<file path="src/rtl/sc_statemachine_pkg.sv">
// Shared definitions for the N-channel command sequencer.
//   scState_t : FSM state encodings
//   scClog2   : ceiling log2 used to size the latched-index register
package sc_statemachine_pkg;

   typedef enum logic [2:0] {
      stReset = 3'd0,
      stStart = 3'd1,
      stCheck = 3'd2,
      stPulse = 3'd3,
      stHold  = 3'd4
   } scState_t;

   function automatic int scClog2(input int value);
      int result;
      result = 0;
      while ((1 << result) < value) begin
         result = result + 1;
      end
      return result;
   endfunction

endpackage

</file>
<file path="src/rtl/sc_repeat_timer.sv">
// Saturating down-counter used for both the repeat delay/period and the pulse length.
//   SC_STATEMACHINE_CLOCK_50     in  system clock, rising edge
//   SC_STATEMACHINE_RESET_InHigh in  asynchronous active-high reset, clears the count
//   load                         in  load loadValue this cycle (wins over enable)
//   loadValue                    in  CNT_W value to load
//   enable                       in  decrement by one, stopping at zero
//   expired                      out count has reached zero
module sc_repeat_timer #(
   parameter int CNT_W = 25
) (
   input  logic             SC_STATEMACHINE_CLOCK_50,
   input  logic             SC_STATEMACHINE_RESET_InHigh,
   input  logic             load,
   input  logic [CNT_W-1:0] loadValue,
   input  logic             enable,
   output logic             expired
);

   logic [CNT_W-1:0] count;

   always_ff @(posedge SC_STATEMACHINE_CLOCK_50 or posedge SC_STATEMACHINE_RESET_InHigh) begin
      if (SC_STATEMACHINE_RESET_InHigh) begin
         count <= '0;
      end else if (load) begin
         count <= loadValue;
      end else if (enable && (count != '0)) begin
         count <= count - 1'b1;
      end
   end

   assign expired = (count == '0);

endmodule

</file>
<file path="src/rtl/sc_statemachine_multi.sv">
// N-channel command sequencer: converts held active-low command levels into active-low
// one-shot pulses of PULSE_LEN cycles, with optional auto-repeat while the channel is held.
//   SC_STATEMACHINE_CLOCK_50     in  system clock, 50 MHz
//   SC_STATEMACHINE_RESET_InHigh in  asynchronous active-high reset
//   SC_STATEMACHINE_cmd_InLow    in  NCH command levels, active low, synchronised
//   SC_STATEMACHINE_cmd_OutLow   out NCH command pulses, active low, at most one low
//   SC_STATEMACHINE_busy_Out     out high in every state except CHECK
//   SC_STATEMACHINE_idx_Out      out index of the latched channel
//
// state | meaning
// RESET | entered on reset, outputs idle, busy
// START | one settling cycle before sampling commands
// CHECK | waiting for a command; only non-busy state
// PULSE | latched channel output driven low for PULSE_LEN cycles
// HOLD  | waiting for release or repeat-timer expiry
module sc_statemachine_multi
   import sc_statemachine_pkg::*;
#(
   parameter int NCH           = 4,
   parameter int PULSE_LEN     = 1,
   parameter int REPEAT_EN     = 0,
   parameter int REPEAT_DELAY  = 25000000,
   parameter int REPEAT_PERIOD = 5000000,
   parameter int CNT_W         = 25,
   localparam int IDX_W        = (NCH > 1) ? scClog2(NCH) : 1
) (
   input  logic             SC_STATEMACHINE_CLOCK_50,
   input  logic             SC_STATEMACHINE_RESET_InHigh,
   input  logic [NCH-1:0]   SC_STATEMACHINE_cmd_InLow,
   output logic [NCH-1:0]   SC_STATEMACHINE_cmd_OutLow,
   output logic             SC_STATEMACHINE_busy_Out,
   output logic [IDX_W-1:0] SC_STATEMACHINE_idx_Out
);

   // Timers count down to zero, so loading N-1 gives exactly N cycles in the state.
   localparam logic [CNT_W-1:0] PULSE_LOAD  = CNT_W'(PULSE_LEN - 1);
   localparam logic [CNT_W-1:0] DELAY_LOAD  = CNT_W'(REPEAT_DELAY - 1);
   localparam logic [CNT_W-1:0] PERIOD_LOAD = CNT_W'(REPEAT_PERIOD - 1);

   scState_t         state, stateNext;
   logic [IDX_W-1:0] idx, idxNext;
   logic             first, firstNext;

   logic             anyLow;
   logic [IDX_W-1:0] lowestIdx;
   logic             latchedHeld;

   logic             pulseLoad, pulseEnable, pulseExpired;
   logic             repLoad, repEnable, repExpired;
   logic [CNT_W-1:0] repLoadValue;

   // Priority encode: scan high to low so the lowest low bit wins.
   always_comb begin
      anyLow    = 1'b0;
      lowestIdx = '0;
      for (int i = NCH - 1; i >= 0; i--) begin
         if (!SC_STATEMACHINE_cmd_InLow[i]) begin
            anyLow    = 1'b1;
            lowestIdx = IDX_W'(i);
         end
      end
   end

   // Compare-based select keeps the lookup in range for non power-of-two NCH.
   always_comb begin
      latchedHeld = 1'b0;
      for (int i = 0; i < NCH; i++) begin
         if (IDX_W'(i) == idx) begin
            latchedHeld = !SC_STATEMACHINE_cmd_InLow[i];
         end
      end
   end

   always_comb begin
      stateNext    = state;
      idxNext      = idx;
      firstNext    = first;
      pulseLoad    = 1'b0;
      pulseEnable  = 1'b0;
      repLoad      = 1'b0;
      repEnable    = 1'b0;
      repLoadValue = DELAY_LOAD;
      case (state)
         stReset: stateNext = stStart;
         stStart: stateNext = stCheck;
         stCheck: begin
            if (anyLow) begin
               idxNext   = lowestIdx;
               firstNext = 1'b0;
               pulseLoad = 1'b1;
               stateNext = stPulse;
            end
         end
         stPulse: begin
            if (pulseExpired) begin
               repLoad      = 1'b1;
               repLoadValue = first ? PERIOD_LOAD : DELAY_LOAD;
               firstNext    = 1'b1;
               stateNext    = stHold;
            end else begin
               pulseEnable = 1'b1;
            end
         end
         stHold: begin
            // Release is checked first so it wins over a coincident expiry.
            if (!latchedHeld) begin
               stateNext = stCheck;
            end else if ((REPEAT_EN != 0) && repExpired) begin
               pulseLoad = 1'b1;
               stateNext = stPulse;
            end else begin
               repEnable = 1'b1;
            end
         end
         default: stateNext = stCheck;
      endcase
   end

   always_ff @(posedge SC_STATEMACHINE_CLOCK_50 or posedge SC_STATEMACHINE_RESET_InHigh) begin
      if (SC_STATEMACHINE_RESET_InHigh) begin
         state <= stReset;
         idx   <= '0;
         first <= 1'b0;
      end else begin
         state <= stateNext;
         idx   <= idxNext;
         first <= firstNext;
      end
   end

   sc_repeat_timer #(.CNT_W(CNT_W)) pulseTimer (
      .SC_STATEMACHINE_CLOCK_50     (SC_STATEMACHINE_CLOCK_50),
      .SC_STATEMACHINE_RESET_InHigh (SC_STATEMACHINE_RESET_InHigh),
      .load                         (pulseLoad),
      .loadValue                    (PULSE_LOAD),
      .enable                       (pulseEnable),
      .expired                      (pulseExpired)
   );

   sc_repeat_timer #(.CNT_W(CNT_W)) repeatTimer (
      .SC_STATEMACHINE_CLOCK_50     (SC_STATEMACHINE_CLOCK_50),
      .SC_STATEMACHINE_RESET_InHigh (SC_STATEMACHINE_RESET_InHigh),
      .load                         (repLoad),
      .loadValue                    (repLoadValue),
      .enable                       (repEnable),
      .expired                      (repExpired)
   );

   // Outputs decode only registered state and idx.
   always_comb begin
      SC_STATEMACHINE_cmd_OutLow = '1;
      if (state == stPulse) begin
         for (int i = 0; i < NCH; i++) begin
            if (IDX_W'(i) == idx) begin
               SC_STATEMACHINE_cmd_OutLow[i] = 1'b0;
            end
         end
      end
   end

   assign SC_STATEMACHINE_busy_Out = (state != stCheck);
   assign SC_STATEMACHINE_idx_Out  = idx;

endmodule

</file>
<file path="config.mk">
export PLATFORM = sky130hd
export DESIGN_NAME = sc_statemachine_multi
export DESIGN_NICKNAME = d
export VERILOG_FILES = /design/src/rtl/sc_statemachine_pkg.sv /design/src/rtl/sc_repeat_timer.sv /design/src/rtl/sc_statemachine_multi.sv
export SDC_FILE = /design/constraint.sdc
export NUM_CORES = 1
export LEC_CHECK = 0
export BUFFER_PORTS_ARGS = -buffer_cell sky130_fd_sc_hd__buf_4
export CAP_MARGIN = 25
export CORE_MARGIN = 1.5
export CORE_UTILIZATION = 64
export CTS_CLUSTER_DIAMETER = 60
export DETAILED_ROUTE_END_ITERATION = 7
export PLACE_DENSITY_LB_ADDON = 0.15
export SKIP_CTS_REPAIR_TIMING = 1
export SYNTH_ARGS = -nofsm -noshare
export SYNTH_HDL_FRONTEND = slang
export SYNTH_SLANG_ARGS = --single-unit
</file>
<file path="constraint.sdc">
create_clock -name SC_STATEMACHINE_CLOCK_50 -period 3.2 [get_ports SC_STATEMACHINE_CLOCK_50]
set_input_delay 0.64 -clock SC_STATEMACHINE_CLOCK_50 [delete_from_list [all_inputs] [get_ports SC_STATEMACHINE_CLOCK_50]]
set_output_delay 0.64 -clock SC_STATEMACHINE_CLOCK_50 [all_outputs]
set_load 0.01 [all_outputs]
</file>
==> flow_summary.toml <==
[yosys]
yosys.cell_types.count = 46
ys_async_sr_fraction = 1.000
synth-seq-area-share = 0.4301
synth_seq_cells = 30
synth_area_leaders = "dfrtp_1 43%, xnor2_1 5.0%, nor2_1 4.9%"
synth_area_sq_mm = 0.001745
yosysWarnings = 0
synthesis.instances = 175
avgSynthCellArea_sq_um = 9.974
synth_largest_area_cell = "dfrtp_1"
synth_ff_type = "dfrtp_1"
synth-edff-count = 0
synth_nets = 183
yosys.area.top_type_share = 0.4301

[routing]
routed_via_density = 6.290
top_layer = "met4"
wl_met1_um = 1587
met2WireLength_um = 1719
vias = 1390
routed_wirelength_um = 3457
avgRoutedWirePerCell_um = 15.64
drt_iter0_markers = 29
drc = 0
dr_wl_met3_um = 74
drt_first_pass_iters = 5
postRouteAntennaNets = 0

[critical_path]
required_ps = 3370
worstSetupPathType = "reg2reg"
cp_max_fo = 12
crit_path_end_kind = "flip-flop"
start_kind = "flip-flop"
r2r_cells = 5
critPathArrivalTime_ps = 2530

[clock_tree]
clockBufferDepth = 2
cts_max_level = 2
numCtsBuffers = 5
clkTransAtPathRegs_ps = 90
tritoncts = "built"
cts.sinks = 30
clockRootBuffer = "clkbuf_4"
insertion_delay_ps = 330

[place]
placed_cell_area_sq_mm = 0.001847
numPortBuffers = 12
finalWeightedCongestion = 0.7872
hpwl_um = 2527

[floorplan]
coreArea_sq_mm = 0.002522
die_h_um = 55.22
start_util = 0.6920
ios = 13
dieArea_sq_mm = 0.003049
die_w_um = 55.22
rows = 18

[global_routing]
gr-total-overflow = 0
grt_pass1_vias = 1377
antenna_found_initial = 0
grt_max_degree = 31
grt_use_total = 0.2535
grt_pass1_wl_um = 6210

[pwr]
leakagePower_nw = 0.8191
ir_drop_mv = 0.7228
power_density_mw_per_mm2 = 1003

[finish]
drive_gt1_frac = 0.1937
nNetsFinal = 198
register_area_sq_um = 750.7
layout_commonest_cell = "dfrtp_1"
final_cell_mix = "30 x dfrtp_1, 23 x nor2_1, 21 x nand2_1"
antenna_cells = 0
area_growth_pct = 9.247
multiInputGateArea_sq_um = 934.6
nFillCells = 169
fin_area_sq_mm = 0.001907

[sta]
hold_violations = 0
max_slew_margin = 0.4106
fin_tns_setup_ps = 0
fmax_ghz = 0.4236
period_minus_slack_ps = 2361
worstMarginPinSlew_ps = 880.8
finalCritPeriodShare = 0.7377
finalClockSkew_ps = 12.55
rsz0062_at_grt = "no"
setup_viol = 0
maxSlewViolCount = 0

[flow_run]
max_cap_violations = 0

[hold_path]
hp-class = "in2async"

[outcome]
status = "complete, no violations"
-- per-layer routing --
metal  track usage  vias to the layer above
li1              -                      678
met1        0.3231                      685
met2        0.4065                       17
met3       0.05386                       10
met4        0.1289                        0
met5             0                        -
-- cells in the mapped netlist (all sizes together) (2+ instances only) --
master,instances
a2111oi,4
a211oi,2
a21oi,7
buf,2
clkbuf,4
dfrtp,30
ha,2
inv,5
mux2i,8
nand2,21
nand3,3
nand3b,4
nand4,2
nor2,23
nor3,4
nor4,8
o211ai,4
o21ai,3
o311ai,2
o31ai,3
or2,2
or3,3
or4,5
xnor2,10
-- path summary, 6_finish.rpt --
kind	start	to	slack, ps
worst max-delay path	pulseTimer.count[20]$_DFFE_PP0P_	pulseTimer.count[19]$_DFFE_PP0P_	840
worst min-delay path	SC_STATEMACHINE_RESET_InHigh	pulseTimer.count[3]$_DFFE_PP0P_	370
worst max register to register	pulseTimer.count[20]$_DFFE_PP0P_	pulseTimer.count[19]$_DFFE_PP0P_	840
worst min register to register	pulseTimer.count[11]$_DFFE_PP0P_	pulseTimer.count[11]$_DFFE_PP0P_	510
max in group asynchronous	SC_STATEMACHINE_RESET_InHigh	pulseTimer.count[21]$_DFFE_PP0P_	2540
min in group SC_STATEMACHINE_CLOCK_50	pulseTimer.count[11]$_DFFE_PP0P_	pulseTimer.count[11]$_DFFE_PP0P_	510
-- through the flow --
step           setup slack [ps]  hold slack, ps    util  instances  power, mW
5_1_grt                   658.8           419.9  0.7560        221      2.073
4_1_cts                   837.5           379.0  0.7560        221      1.919
3_3_place_gp              926.1           489.0  0.7321        213      1.644
3_5_place_dp              858.0           490.3  0.7321        213      1.683
6_report                  839.3           373.5  0.7560        221      1.912
2_1_floorplan              1276           468.5       -        175      1.465
-- flip-flops by register name, indices dropped and copies added, names as in the netlist --
| name | cells |
|---|---|
| state | 3 |
| pulseTimer.count | 25 |
| SC_STATEMACHINE_idx_Out | 2 |
-- cells by family after synthesis --
family,after synthesis,synth area share
compound gates,31,0.1348
fa+ha+maj,2,0.01433
flops,30,0.4301
buf+inv,11,0.03441
simple gates,82,0.2774
xor+xnor,10,0.05018
mux,9,0.05878
-- critical path: stages, from the launching register on --
cell	delay, ps
dfrtp_1	440
or4_4	600
nor4_4	650
a2111oi_0	280
xnor2_1	180
nor2_1	50
-- final cells by class --
cell class,instances,area share
flip-flops and latches,30,0.3937
clock inverters,1,0.002625
well taps,30,0.01969
multi-input cells,134,0.4902
clock buffers,7,0.02887
repair buffers,14,0.05512
inverters,5,0.009843
-- power by group --
group | switching, mW | internal, mW | total [mW] | leakage (nW)
Clock | 0.125 | 0.106 | 0.231 | 0.0353
Sequential | 0.193 | 0.515 | 0.708 | 0.389
Combinational | 0.524 | 0.450 | 0.973 | 0.395
Total | 0.841 | 1.07 | 1.91 | 0.819
(Power assumes the default switching activity.)
